## config.mk

```make
export PLATFORM = sky130hd
export DESIGN_NAME = seven_seg_scanner_flat
export DESIGN_NICKNAME = d
export VERILOG_FILES = /design/src/rtl/seven_seg_scanner_pkg.sv /design/src/rtl/seven_seg_scanner_if.sv /design/src/rtl/seven_seg_scanner_bcd_to_7seg.sv /design/src/rtl/seven_seg_scanner.sv /design/src/flat_wrapper.sv
export SDC_FILE = /design/constraint.sdc
export NUM_CORES = 1
export LEC_CHECK = 0
export ABC_CLOCK_PERIOD_IN_PS = 6900
export CAP_MARGIN = 20
export CORE_MARGIN = 3
export CORE_UTILIZATION = 55
export DETAILED_ROUTE_END_ITERATION = 16
export HOLD_SLACK_MARGIN = 0.08
export PLACE_DENSITY = 0.92
export SLEW_MARGIN = 20
export SYNTH_ARGS = -nofsm -noshare
export SYNTH_HDL_FRONTEND = slang
export SYNTH_HIERARCHICAL = 1
export SYNTH_SLANG_ARGS = --single-unit
```

## constraint.sdc

```tcl
create_clock -name clk -period 6.9 [get_ports clk]
set_input_delay 2.07 -clock clk [delete_from_list [all_inputs] [get_ports clk]]
set_output_delay 2.07 -clock clk [all_outputs]
set_load 0.05 [all_outputs]
```

## src/rtl/seven_seg_scanner_pkg.sv

```systemverilog
// seven_seg_scanner_pkg: segment patterns, anode selects and default refresh divider for the scanner
package seven_seg_scanner_pkg;
    localparam int DEFAULT_REFRESH_DIV = 100000;
    localparam logic [6:0] SEG_0    = 7'b1000000;
    localparam logic [6:0] SEG_1    = 7'b1111001;
    localparam logic [6:0] SEG_2    = 7'b0100100;
    localparam logic [6:0] SEG_3    = 7'b0110000;
    localparam logic [6:0] SEG_4    = 7'b0011001;
    localparam logic [6:0] SEG_5    = 7'b0010010;
    localparam logic [6:0] SEG_6    = 7'b0000010;
    localparam logic [6:0] SEG_7    = 7'b1111000;
    localparam logic [6:0] SEG_8    = 7'b0000000;
    localparam logic [6:0] SEG_9    = 7'b0010000;
    localparam logic [6:0] SEG_DASH = 7'b0111111;
    localparam logic [6:0] SEG_OFF  = 7'b1111111;
    localparam logic [3:0] AN_D0    = 4'b1110;
    localparam logic [3:0] AN_D1    = 4'b1101;
    localparam logic [3:0] AN_D2    = 4'b1011;
    localparam logic [3:0] AN_D3    = 4'b0111;
    localparam logic [3:0] AN_OFF   = 4'b1111;
    function automatic logic [3:0] an_sel(input logic [1:0] idx);
        return idx == 2'd0 ? AN_D0 : idx == 2'd1 ? AN_D1 : idx == 2'd2 ? AN_D2 : AN_D3;
    endfunction
endpackage

```

## src/rtl/seven_seg_scanner_if.sv

```systemverilog
// seven_seg_scanner_if: digit inputs and display pin outputs of the scanner
interface seven_seg_scanner_if;
    logic        en;
    logic [15:0] digits;
    logic [3:0]  dp_in;
    logic [6:0]  seg;
    logic        dp;
    logic [3:0]  an;
    modport master (output en, digits, dp_in, input seg, dp, an);
    modport slave  (input en, digits, dp_in, output seg, dp, an);
endinterface

```

## src/rtl/seven_seg_scanner_bcd_to_7seg.sv

```systemverilog
// bcd_to_7seg: combinational BCD to active-low {g..a} pattern, codes 10-15 shown as a dash
module bcd_to_7seg
    import seven_seg_scanner_pkg::*;
(
    input  logic [3:0] bcd,
    output logic [6:0] seg
);
    // map each code to its pattern; out-of-range codes flag an invalid count
    always_comb begin
        case (bcd)
            4'd0:    seg = SEG_0;
            4'd1:    seg = SEG_1;
            4'd2:    seg = SEG_2;
            4'd3:    seg = SEG_3;
            4'd4:    seg = SEG_4;
            4'd5:    seg = SEG_5;
            4'd6:    seg = SEG_6;
            4'd7:    seg = SEG_7;
            4'd8:    seg = SEG_8;
            4'd9:    seg = SEG_9;
            default: seg = SEG_DASH;
        endcase
    end
endmodule

```

## src/rtl/seven_seg_scanner.sv

```systemverilog
// seven_seg_scanner: time-multiplexed 4-digit common-anode driver; LEADING_ZERO_BLANK_EN blanks leading zeros
module seven_seg_scanner
    import seven_seg_scanner_pkg::*;
#(
    parameter int REFRESH_DIV = DEFAULT_REFRESH_DIV
) (
    input logic              clk,
    input logic              reset,
    seven_seg_scanner_if.slave bus
);
    localparam int CW = $clog2(REFRESH_DIV);
    logic [CW-1:0] cnt_q, cnt_d;
    logic [1:0]    idx_q, idx_d;
    logic [15:0]   snap_q, snap_d;
    logic [3:0]    snap_dp_q, snap_dp_d;
    logic          live_q, live_d;
    logic [3:0]    an_q, an_d;
    logic [6:0]    seg_q, seg_d;
    logic          dp_q, dp_d;
    logic          tick, frame_start, blank, show;
    logic [3:0]    nib;
    logic [6:0]    dec;
    assign nib = snap_d[idx_d*4 +: 4];
    bcd_to_7seg u_dec (.bcd(nib), .seg(dec));
`ifdef LEADING_ZERO_BLANK_EN
    logic [3:0] lz;
    // a slot is blanked when it and every digit to its left are zero, unless its dp is requested
    assign lz    = {snap_d[15:12] == 4'd0, snap_d[15:8] == 8'd0, snap_d[15:4] == 12'd0, 1'b0} & ~snap_dp_d;
    assign blank = lz[idx_d];
`else
    assign blank = 1'b0;
`endif
    // refresh counting, scan index, frame snapshot and next output values
    always_comb begin
        tick        = bus.en && (cnt_q == CW'(REFRESH_DIV - 1));
        frame_start = tick && (idx_q == 2'd3);
        cnt_d       = !bus.en ? cnt_q : (tick ? '0 : cnt_q + 1'b1);
        idx_d       = tick ? idx_q + 2'd1 : idx_q;
        snap_d      = frame_start ? bus.digits : snap_q;
        snap_dp_d   = frame_start ? bus.dp_in : snap_dp_q;
        live_d      = live_q || frame_start;
        show        = bus.en && live_d && !blank;
        an_d        = show ? an_sel(idx_d) : AN_OFF;
        seg_d       = show ? dec : SEG_OFF;
        dp_d        = show ? ~snap_dp_d[idx_d] : 1'b1;
    end
    // state and registered display outputs
    always_ff @(posedge clk) begin
        if (reset) begin
            cnt_q     <= '0;
            idx_q     <= 2'd3;
            snap_q    <= '0;
            snap_dp_q <= '0;
            live_q    <= 1'b0;
            an_q      <= AN_OFF;
            seg_q     <= SEG_OFF;
            dp_q      <= 1'b1;
        end else begin
            cnt_q     <= cnt_d;
            idx_q     <= idx_d;
            snap_q    <= snap_d;
            snap_dp_q <= snap_dp_d;
            live_q    <= live_d;
            an_q      <= an_d;
            seg_q     <= seg_d;
            dp_q      <= dp_d;
        end
    end
    assign bus.an  = an_q;
    assign bus.seg = seg_q;
    assign bus.dp  = dp_q;
endmodule

```

## src/flat_wrapper.sv

```systemverilog
// flat-port wrapper written by rule: the top's interface ports become plain ports
module seven_seg_scanner_flat import seven_seg_scanner_pkg::*;
#(
    parameter int REFRESH_DIV = DEFAULT_REFRESH_DIV
)
  (clk, reset, bus_en, bus_digits, bus_dp_in, bus_seg, bus_dp, bus_an);
  seven_seg_scanner_if bus_i ();
  input logic clk;
  input logic reset;
  input wire logic [$bits(bus_i.en)-1:0] bus_en;
  input wire logic [$bits(bus_i.digits)-1:0] bus_digits;
  input wire logic [$bits(bus_i.dp_in)-1:0] bus_dp_in;
  output wire logic [$bits(bus_i.seg)-1:0] bus_seg;
  output wire logic [$bits(bus_i.dp)-1:0] bus_dp;
  output wire logic [$bits(bus_i.an)-1:0] bus_an;
  assign bus_i.en = bus_en;
  assign bus_i.digits = bus_digits;
  assign bus_i.dp_in = bus_dp_in;
  assign bus_seg = bus_i.seg;
  assign bus_dp = bus_i.dp;
  assign bus_an = bus_i.an;
  seven_seg_scanner #(.REFRESH_DIV(REFRESH_DIV)) u_core (.clk(clk), .reset(reset), .bus(bus_i));
endmodule
```

==> After elaboration in Yosys (flattened, before gate mapping) <==
Memory sizes are Yosys's and may differ from the RTL's. A register that Yosys moved wholly into a read port is not among the register bits.
Index checks and enable logic that the tools add are counted.
{ "totals": {"ff_bits": 45, "latch_bits": 0, "ramBits": 0, "rom_bits": 112, "input_bits": 23, "n_memories": 1} }
{ "op_classes": {"add_sub_neg": 2, "mul": 0, "n_div": 0, "order_cmp": 1, "eq_ne": 4, "shift": 1, "muxes": 9, "n_bitwise": 2, "n_reduce_logical": 8} }
{ "mem_list": {"columns": ["name", "depth", "width", "rd", "rd_ports_with_merged_regs", "write_ports", "line", "rtl"], "rows": [
  ["(no name shown)", 16, 7, 1, 1, 0, "seven_seg_scanner_bcd_to_7seg.sv:10", "case (bcd)"]
]} }
{ "ops": {"columns": ["op", "count"], "rows": [
  ["adder 17 x 1 -> 17 bit (second input constant)", 1],
  ["== test 17 bit (second input constant)", 1],
  ["two-way mux 17 bit", 1],
  ["two-way mux 16 bit", 1],
  ["indexed part select 16 x 5 -> 4 bit", 1],
  ["two-way mux 4 bit", 2],
  ["== test 2 bit (second input constant)", 2],
  ["two-way mux 2 bit", 2],
  ["OR reduction 4 bit", 1],
  ["logical AND 1 bit", 3],
  ["< comparator 2 x 3 -> 1 bit (second input constant)", 1],
  ["OR reduction 3 bit", 1],
  ["adder 2 x 1 -> 2 bit (second input constant)", 1],
  ["binary-select mux 1 bit (select 2 bit)", 1],
  ["== test 2 x 1 -> 1 bit (second input constant)", 1],
  ["zero test 2 bit", 1],
  ["two-way mux 1 bit", 2],
  ["NOT 1 bit", 2],
  ["OR reduction 2 bit", 1],
  ["logical OR 1 bit", 1]
]} }

==> Logic depth before layout (Yosys ltp) <==
Gate-level depths: netlist of the first run.
{ "logic_depth": {"ltp_word": 7, "ltp_mapped": 14, "mapped_depth_nobuf": 10} }

==> Cells and area by module <==
The synthesis of the first run kept the hierarchy.
{ "by_module_without_submodules": {"columns": ["mod", "n_inst", "cells_each", "area_per_inst_um2"], "rows": [
  ["seven_seg_scanner", 1, 224, 2336.0],
  ["bcd_to_7seg", 1, 31, 240.2]
]} }

==> Worst setup path after synthesis of the first run <==
Ideal clock, no wire load.
{ "synth_path": {"kind": "input-to-reg", "from": "input bus_en", "to": "register u_core.seg_q[1], in the netlist u_core/bus.seg[1]", "setup_time_ns": 0.133, "arrival_ns": 4.587, "path_slack_ns": 2.180, "path_stages": 12, "path_cell_list": "buf_4 -> and4_1 -> buf_4 -> nand4_1 -> nor2_2 -> mux2i_2 -> mux4_2 -> inv_1 -> ha_1 -> nor2_1 -> nor2_1 -> nand2b_1"} }
{ "synth_lines": {"columns": ["item", "line", "rtl"], "rows": [
  ["start: declaration", "flat_wrapper.sv:10", "input wire logic [$bits(bus_i.en)-1:0] bus_en;"],
  ["logical AND 1 bit *", "seven_seg_scanner.sv:35", "tick = bus.en && (cnt_q == CW'(REFRESH_DIV - 1));"],
  ["logical AND 1 bit", "seven_seg_scanner.sv:36", "frame_start = tick && (idx_q == 2'd3);"],
  ["two-way mux 16 bit", "seven_seg_scanner.sv:39", "snap_d = frame_start ? bus.digits : snap_q;"],
  ["indexed part select 16 x 5 -> 4 bit *", "seven_seg_scanner.sv:23", "assign nib = snap_d[idx_d*4 +: 4];"],
  ["via u_core.nib[1]", "seven_seg_scanner.sv:21", "logic [3:0] nib;"],
  ["end: declaration", "seven_seg_scanner.sv:18", "logic [6:0] seg_q, seg_d;"]
]} }
Mark *: on every way through the listed nets, which the timed path passes. The rest lies on a longest branch.
A chain may end at the register's enable or synchronous reset.

==> Worst setup path in the final report of the first run <==
Ends and elaborated chain as after synthesis.

==> results of run 1 <==
[sequential cells by signal (all words and copies together), names as in the netlist]
| signal | flops |
|---|---|
| u_core/snap_dp_q | 4 |
| u_core/cnt_q | 17 |
| u_core/bus.an | 4 |
| u_core/bus.seg | 7 |
| u_core/bus.dp | 1 |
| u_core/snap_q | 16 |
| u_core/idx_q | 2 |
| u_core/live_q | 1 |
[report_power, final]
group          leakage, nW  switching (W)  internal, W
Combinational        0.732     0.00000843    0.0000132
Sequential           0.420     0.00000142     0.000301
Clock               0.0614       0.000100     0.000119
[critical path, stage by stage]
cell and delay (ns):
clkdlybuf4s50_1 0.62, and4_1 0.35, nand4_1 0.22, nor2_2 0.31
mux2i_2 0.58, mux4_2 0.68, inv_1 0.15, ha_1 0.26
nor2_1 0.09, nor2_1 0.05, nand2b_1 0.13
[cell type report]
type	instances	area, um^2	area share, %
multi-input combinational	181	1410	46.9
sequential	52	1040	34.6
timing repair buffer	34	340	11.3
clock buffer	6	82.6	2.75
tap	52	65.1	2.16
clock inverter	2	38.8	1.29
inverter	8	30.0	0.999
[layout by cell type (no fill, tap or decap), drive strengths merged, types with 3 or more instances in the layout]
cell	Yosys	final
nand4	5	5
and2	17	17
a21oi	10	10
xor2	10	10
nor2b	3	3
clkbuf	5	6
mux4	4	4
o21ai	7	7
nand2b	8	8
mux2	17	17
clkdlybuf4s50	0	34
xnor2	6	6
nand2	14	14
and3	7	7
ha	7	7
nand3	8	8
dfxtp	52	52
mux2i	5	5
and4	6	6
nor2	22	22
inv	8	8
[logic make-up (layout without fill, tap and decap cells)]
kind of cell             Yosys count  count (layout)  synth area share, %
XOR/XNOR                          16              16                 5.44
AO/OA/AOI/OAI                     30              30                 7.43
AND/OR/NAND/NOR                  102             102                 23.4
buffers and inverters             22              50                 4.91
multiplexers                      26              26                 15.1
flip-flops                        52              52                 40.4
adder cells (fa/ha/maj)            7               7                 3.40
[cells in the mapped netlist, types with 2 or more instances]
master	number
nand3_1	7
or3_1	2
ha_1	7
o21ai_0	6
mux2i_1	4
o211ai_1	2
nor2_1	21
o221ai_1	2
inv_1	8
and2_1	17
xnor2_1	6
clkbuf_1	5
and4_1	6
buf_4	3
nand4b_1	2
mux4_2	4
nand2b_1	8
nand2_1	14
dfxtp_1	52
a22oi_1	2
a21oi_1	10
nand4_1	5
and3_1	7
mux2_2	3
nor2b_1	2
buf_2	2
mux2_4	14
xor2_1	10
buf_6	4
[worst max path at each step]
stage                start                 to  slack, ns  depth (start not counted)
global route        bus_en  u_core/bus.seg[1]       1.28                         11
CTS                 bus_en  u_core/bus.seg[1]       1.59                         11
floorplan           bus_en  u_core/bus.seg[1]       2.18                         12
global placement    bus_en  u_core/bus.seg[1]       1.39                         11
detailed placement  bus_en  u_core/bus.seg[1]       1.26                         11
finish              bus_en  u_core/bus.seg[1]       1.56                         11
[metrics by stage]
stage	worst slack (ns)	util, %	instances
after detailed placement	1.26	64.9	327
final	1.56	67.7	335
after CTS	1.59	67.7	335
after global placement	1.39	64.9	327
after floorplan	2.18	-	255
after global routing	1.28	67.7	335
[layer usage]
metal | part of all wire, % | up-vias
met5 | 0 | -
met4 | 2.7 | 0
met3 | 4.2 | 16
met2 | 49 | 58
met1 | 44 | 876
li1 | - | 943
==> impl_metrics.toml, run 1 <==
[run_status]
run_status = "finished, final reports clean"

[global_route]
gr-max-usage-layer = "met2"
fraction_of_met3_tracks_used_by_global_routing_pct = 5.54
grt_start_max_net_pins = 23
grt_first_pass_wirelength_um = 8690
grtUsageTotal_pct = 20.2
antenna_violations_before_repair = 0
globalRouteMet1Util_pct = 24.3
globalRouteMet2Util_pct = 33.8
gr-total-overflow = 0
vias_in_the_first_global_route = 1913

[clock_network]
clock_tree.htree_level_count = 2
clkTransAtPathRegs_ns = 0.09
cts_setup_buffers = 0
cts-hold-fix-buffers = 0
numClockSinks = 52
cts_buffers = 5
clock_tree_buffer_depth = 2
insertion_delay_ns = 0.31
cts_repair_resize_count = 0
ctsRootBufferMaster = "clkbuf_8"
tritoncts = "yes"

[synthesis]
synth_top_cell_by_area = "dfxtp_1"
synthesis.area_mm2 = 0.00258
mappedNetlistNets = 285
ys_ff_latch = 52
synth.lib_cells_used.distinct = 49
synth_edf_count = 0
synth_largest_type_area_fraction_pct = 40.4
synth.top_cells.by_area = "dfxtp_1 (40%), mux2_4 (8.2%), and2_1 (4.1%)"
synth_area_per_cell_um2 = 10.1
top_flip_flop_cell_by_instance_count_after_synthesis = "dfxtp_1"
synthCells = 255
yosys_warnings = 6
synth_sequential_area_ratio_pct = 40.4
postSynth.asyncResetShare_pct = 0

[route]
detail_route.iter0.violations = 137
detail_route.vias_per_cell = 5.65
route.antenna.remaining_nets = 0
drc_errors = 0
drt-wirelength-per-cell_um = 15.2
wl_um = 5110
firstDrtPassIters = 4
vias = 1893

[min_path]
hold-path-cell-count = 2
hold_startpoint = "u_core/snap_dp_q[2]"
class_of_the_tightest_hold_or_removal_check = "reg2reg"
end_point_of_the_most_critical_hold_path = "u_core/snap_dp_q[2]"

[power_and_ir_drop]
total_power_w = 0.000543
p_per_area_mw_per_mm2 = 181
cellLeakagePower_nw = 1.21
power.ir.vdd_worst_v = 0.000116

[final_layout]
areaGrowthSynthToFinish_pct = 16.7
number_of_inserted_diodes = 0
finalInstanceArea_mm2 = 0.00301
drive_gt1_share_pct = 13.1
filler_cell_count = 337
final_net_count = 312

[critical_path]
rr_endpoint = "u_core/bus.seg[1]"
worst_ep_arrival_time_ns = 5.52
critPathLaunchType = "input pin"
worst-path-max-fanout = 8
category_of_the_most_critical_setup_path = "in2reg"
timing.reg2reg.worst_path_depth = 10
end_kind = "flop"
ff2ff_setup_slack_ns = 3.55
cp_data_required_time_ns = 7.08
timing.rr.start = "u_core/cnt_q[0]"

[timing]
timing.fmax_mhz = 187
maxSlewViolCount = 0
final_hold_viol_count = 0
min_period_over_period_pct = 77.4
setup_viol_count_final = 0
hold-worst-slack_ns = 0.477
setup-tns-final_ns = 0
post-route-min-period_ns = 5.34
setup_repair_after_global_routing_missed_its_margin = "false"
tightestPinTransition_ns = 1.03
clock_skew_ns = 0.00671
max-slew-margin-rel_pct = 30.9

[floorplanning]
row_count = 24
die_width_um = 74.4
floorplan.die_area_mm2 = 0.00554
core_ar_mm2 = 0.00444
io_pins = 35
dieHeight_um = 74.4
start_util_pct = 58.0

[placed_design]
dpl.hpwl_um = 3710
port-buffer-count = 34
gpl.final_weighted_congestion = 0.860
instance_area_after_placement_mm2 = 0.00289

[job]
max_cap_viol_count = 0
(Power assumes the default switching activity.)
==> run 2, diff against run 1 <==
ABC_CLOCK_PERIOD_IN_PS = 5310   (was 6900)
CORE_UTILIZATION = 54   (was 55)
PLACE_DENSITY = 0.91   (was 0.92)
clock period = 5.31 ns   (was 6.9 ns; I/O delays follow)
==> run 2 against run 1 <==
  * Non-clock buffer count grew 1
  * Sequential share of layout area is essentially flat
  * Clock skew grew 0.0022 ns
  * Cell area is essentially flat
  * Core utilization shrank 0.51 points
  * Hold slack gained 0.0094 ns
  * Combinational power grew 31%
  * Clock-buffer cell count shrank 1
  * Register-to-register slack lost 1.6 ns
  * Setup slack lost 0.96 ns
  * Clock power grew 23%
  * Critical path depth is the same
  * Critical path type unchanged
  * Largest cell class unchanged
  * Highest routed layer unchanged
==> impl_metrics.toml, run 2 (synthesis results as in run 1) <==
[floorplanning]
floorplan.die_area_mm2 = 0.00564
start_util_pct = 57.6
dieHeight_um = 75.1
io_pins = 35
die_width_um = 75.1
row_count = 24
core_ar_mm2 = 0.00447

[critical_path]
rr_endpoint = "u_core/bus.seg[1]"
timing.rr.start = "u_core/cnt_q[0]"
timing.reg2reg.worst_path_depth = 10
cp_data_required_time_ns = 5.49
ff2ff_setup_slack_ns = 1.92
category_of_the_most_critical_setup_path = "in2reg"
end_kind = "flop"
worst_ep_arrival_time_ns = 4.89
worst-path-max-fanout = 7
critPathLaunchType = "input pin"

[power_and_ir_drop]
cellLeakagePower_nw = 1.21
power.sequential.fraction_pct = 56.8
pwr-share-comb_pct = 4.1
internal-power_w = 0.000548
power_switching_w = 0.000143
sw_frac_of_total_pct = 20.7
p_clk_share_pct = 39.0
power.ir.vdd_worst_v = 0.000128
p_per_area_mw_per_mm2 = 230

[final_layout]
multi_input_comb_area_mm2 = 0.00141
mostFrequentLayoutCells = "dfxtp_1 (52), clkdlybuf4s50_1 (34), nor2_1 (21)"
filler_cell_count = 360
finalInstanceArea_mm2 = 0.00300
final_net_count = 313
drive_gt1_share_pct = 13.4
number_of_inserted_diodes = 0
regMostFlops = "u_core/cnt_q"
areaGrowthSynthToFinish_pct = 16.6
layout_commonest_cell = "dfxtp_1"
largest_register_ffs = 17
regArea_mm2 = 0.00104

[route]
route.antenna.remaining_nets = 0
detail_route.vias_per_cell = 5.78
detail_route.iter0.violations = 205
vias = 1941
drc_errors = 0
wl_um = 5110
firstDrtPassIters = 4
drt-wirelength-per-cell_um = 15.2

[clock_network]
clkTransAtPathRegs_ns = 0.09
ctsRootBufferMaster = "clkbuf_8"
cts_setup_buffers = 0
cts-hold-fix-buffers = 0
tritoncts = "yes"
numClockSinks = 52
cts_repair_resize_count = 0
clock_tree.htree_level_count = 2
insertion_delay_ns = 0.31
cts_buffers = 5
clock_tree_buffer_depth = 2

[global_route]
vias_in_the_first_global_route = 1852
grtUsageTotal_pct = 19.8
antenna_violations_before_repair = 0
grt_start_max_net_pins = 23
grt_first_pass_wirelength_um = 8530
gr-total-overflow = 0

[job]
max_cap_viol_count = 0

[timing]
setup_repair_after_global_routing_missed_its_margin = "false"
min_period_over_period_pct = 88.6
tightestPinTransition_ns = 1.03
timing.fmax_mhz = 212
clock_skew_ns = 0.00886
final.setup.worst_slack_ns = 0.603
max-slew-margin-rel_pct = 31.0
setup-tns-final_ns = 0
post-route-min-period_ns = 4.71
final_hold_viol_count = 0
maxSlewViolCount = 0
setup_viol_count_final = 0
hold-worst-slack_ns = 0.486

[run_status]
run_status = "finished, final reports clean"

[placed_design]
port-buffer-count = 34
place_worst_setup_slack_ns = 0.353
gpl.final_weighted_congestion = 0.848
dpl.hpwl_um = 3630
instance_area_after_placement_mm2 = 0.00289

[min_path]
hold_startpoint = "u_core/snap_dp_q[0]"
hold-path-cell-count = 2
class_of_the_tightest_hold_or_removal_check = "reg2reg"
end_point_of_the_most_critical_hold_path = "u_core/snap_dp_q[0]"
-- run 2: changes by cell type in the layout (fill, tap and decap cells not counted) --
cell,delta
buf_4,+1
clkinv_2,+1
clkinv_4,-1
clkbuf_8,-1
clkinvlp_4,+1
-- run 2: per-layer routing --
metal / global-route usage, % / wire length, um / up-vias
met3: 3.34 / 215 / 15
met4: 8.89 / 142 / 0
met2: 32.7 / 2560 / 64
li1: - / - / 937
met5: 0 / 0 / -
met1: 25.4 / 2200 / 925
-- run 2: area by class of cell --
class,count,area share (%)
clock buffers,5,2.29
clock inverters,3,1.42
inverters,8,1.00
multi-input cells,181,46.9
flip-flops and latches,52,34.7
well taps,52,2.17
repair buffers,35,11.6
-- run 2: power groups by stage --
stage	sequential, W	clock (W)	combinational (W)
6_report	0.000393	0.000270	0.0000284
5_1_grt	0.000393	0.000293	0.0000310
4_1_cts	0.000393	0.000277	0.0000286
3_5_place_dp	0.000402	0	0.0000282
3_3_place_gp	0.000402	0	0.0000280
2_1_floorplan	0.000401	0	0.00000928
-- run 2: critical path, stage by stage --
cell	delay (ns)
clkdlybuf4s50_1	0.47
and4_1	0.29
nand4_1	0.21
nor2_2	0.30
mux2i_2	0.59
mux4_2	0.68
inv_1	0.15
ha_1	0.25
nor2_1	0.12
nor2_1	0.07
nand2b_1	0.15
-- run 2: how the worst max path moves through the flow --
| stage | slack [ns] | cells after the start | startpoint | to |
|---|---|---|---|---|
| final | 0.60 | 11 | bus_en | u_core/bus.seg[1] |
| after global placement | 0.44 | 11 | bus_en | u_core/bus.seg[1] |
| after global routing | 0.37 | 11 | bus_en | u_core/bus.seg[1] |
| after detailed placement | 0.35 | 11 | bus_en | u_core/bus.seg[1] |
| after floorplan | 1.07 | 12 | bus_en | u_core/bus.seg[1] |
| after CTS | 0.60 | 11 | bus_en | u_core/bus.seg[1] |
-- run 2: metrics by stage --
stage | std cells | power (W) | util [%]
finish | 336 | 0.000691 | 67.1
global route | 336 | 0.000717 | 67.1
CTS | 336 | 0.000698 | 67.1
detailed placement | 328 | 0.000430 | 64.7
global placement | 328 | 0.000430 | 64.7
floorplan | 255 | 0.000411 | -
==> run 3, diff against run 2 <==
GPL_TIMING_DRIVEN = 0   (was unset)
==> run 3 against run 2 <==
  * Wire length decreased by 1.5%
  * Global-route usage barely moved
  * Setup slack improved by 0.35 ns
  * Core utilization increased by 1.9 points
  * Clock power increased by 7.4%
  * Critical path depth increased by 1
  * Clock-buffer cell count is 2 higher
  * Non-clock buffer count up 11
  * Critical endpoint is now u_core/bus.seg[5]
==> impl_metrics.toml, run 3 (synthesis results as in run 1) <==
[final_layout]
mostFrequentLayoutCells = "dfxtp_1 (52), clkdlybuf4s50_1 (32), nor2_1 (21)"
largest_register_ffs = 17
drive_gt1_share_pct = 15.6
areaGrowthSynthToFinish_pct = 19.9
layout.core_utilization_pct = 69.0
filler_cell_count = 344
final_net_count = 324
number_of_inserted_diodes = 0
layout_commonest_cell = "dfxtp_1"
regMostFlops = "u_core/cnt_q"

[clock_network]
ctsRootBufferMaster = "clkbuf_8"
cts_repair_resize_count = 0
clock_tree.htree_level_count = 2
insertion_delay_ns = 0.30
cts_setup_buffers = 0
tritoncts = "yes"
clkTransAtPathRegs_ns = 0.09
cts_buffers = 5
cts-hold-fix-buffers = 0
clock_tree_buffer_depth = 2
numClockSinks = 52

[route]
drt-wirelength-per-cell_um = 14.5
detail_route.iter0.violations = 116
drc_errors = 0
firstDrtPassIters = 4
detail_route.vias_per_cell = 5.56
route.antenna.remaining_nets = 0
vias = 1930
wl_um = 5030

[timing]
post-route-min-period_ns = 4.35
timing.fmax_mhz = 230
tightestPinTransition_ns = 0.827
setup_repair_after_global_routing_missed_its_margin = "false"
maxSlewViolCount = 0
min_period_over_period_pct = 82.0
setup_viol_count_final = 0
max-slew-margin-rel_pct = 44.5
setup-tns-final_ns = 0
clock_skew_ns = 0.00399
final_hold_viol_count = 0

[global_route]
antenna_violations_before_repair = 0
grtUsageTotal_pct = 19.8
grt_start_max_net_pins = 16
vias_in_the_first_global_route = 1876
grt_first_pass_wirelength_um = 8530
gr-total-overflow = 0

[critical_path]
end_kind = "flop"
category_of_the_most_critical_setup_path = "in2reg"
worstPathBufferInverterCount = 3
worst_ep_arrival_time_ns = 4.53
critPathLaunchType = "input pin"
timing.critical_path.mode_cell = "buf_4"
critPathTopFamily = "multiplexers"
timing.critical_path.cells = "buf_4 -> and4_1 -> buf_4 -> nand4_1 -> nor2_2 -> mux2i_2 -> mux4_2 -> inv_1 -> ha_1 -> and2b_4 -> o31ai_1 -> nand2b_1"
worst-path-max-fanout = 8
slowest_cp_cell = "mux4_2"
cp_data_required_time_ns = 5.49
critPathMaxStageDelay_ns = 0.70

[floorplanning]
floorplan.die_area_mm2 = 0.00564
dieHeight_um = 75.1
row_count = 24
io_pins = 35
core_ar_mm2 = 0.00447
die_width_um = 75.1
start_util_pct = 57.6

[placed_design]
dpl.hpwl_um = 3660
gpl.final_weighted_congestion = 0.927
port-buffer-count = 32

[job]
max_cap_viol_count = 0

[power_and_ir_drop]
cellLeakagePower_nw = 1.26
power.ir.vdd_worst_v = 0.000123
p_per_area_mw_per_mm2 = 230

[min_path]
class_of_the_tightest_hold_or_removal_check = "reg2reg"

[run_status]
run_status = "finished, final reports clean"
-- run 3: cell count changes in the layout (fill, tap and decap cells not counted), sizes merged --
cell	before	now
clkdlybuf4s50	34	32
clkinvlp	1	0
clkinv	1	0
clkbuf	5	12
buf	1	9
-- run 3: worst paths after layout --
| path | cells after the start | start | slack [ns] | to |
|---|---|---|---|---|
| max | 12 | bus_en | 0.96 | u_core/bus.seg[5] |
| min reg2reg | 2 | u_core/snap_dp_q[0] | 0.47 | u_core/snap_dp_q[0] |
| min | 2 | u_core/snap_dp_q[0] | 0.47 | u_core/snap_dp_q[0] |
| max reg2reg | 10 | u_core/cnt_q[0] | 1.89 | u_core/bus.seg[5] |
-- run 3: area by class of cell --
class                   instances  area (um^2)  area share, %
flip-flops and latches         52         1040           33.7
clock inverters                 1         30.0          0.972
plain buffers                  14         96.3           3.12
well taps                      52         65.1           2.11
repair buffers                 32          320           10.4
multi-input cells             181         1410           45.6
inverters                       8         30.0          0.972
clock buffers                   7         96.3           3.12
-- run 3: stage by stage --
stage	hold WS, ns	cells	power, W	cell area (um^2)	setup WS (ns)
floorplan	0.438	255	0.000411	2580	1.07
global placement	0.454	339	0.000429	2960	0.705
detailed placement	0.458	339	0.000430	2960	0.669
CTS	0.471	347	0.000716	3090	0.955
global route	0.513	347	0.000736	3090	0.718
finish	0.474	347	0.000710	3090	0.956
-- run 3: tightest hold or removal path: stages, from the launching register on --
cell and delay (ns):
dfxtp_1 0.33, nand2_1 0.06, a21oi_1 0.05
-- run 3: layer usage --
metal / routed length (um) / up-vias / track usage [%]
li1: - / 955 / -
met1: 2210 / 917 / 25.4
met2: 2550 / 51 / 32.0
met3: 186 / 7 / 4.14
met4: 92 / 0 / 8.89
met5: 0 / - / 0
-- run 3: power breakdown --
group          internal, W   total, W  switching [W]
Clock             0.000166   0.000290       0.000124
Combinational    0.0000168  0.0000276      0.0000108
Sequential        0.000391   0.000393     0.00000207
Total             0.000574   0.000710       0.000136
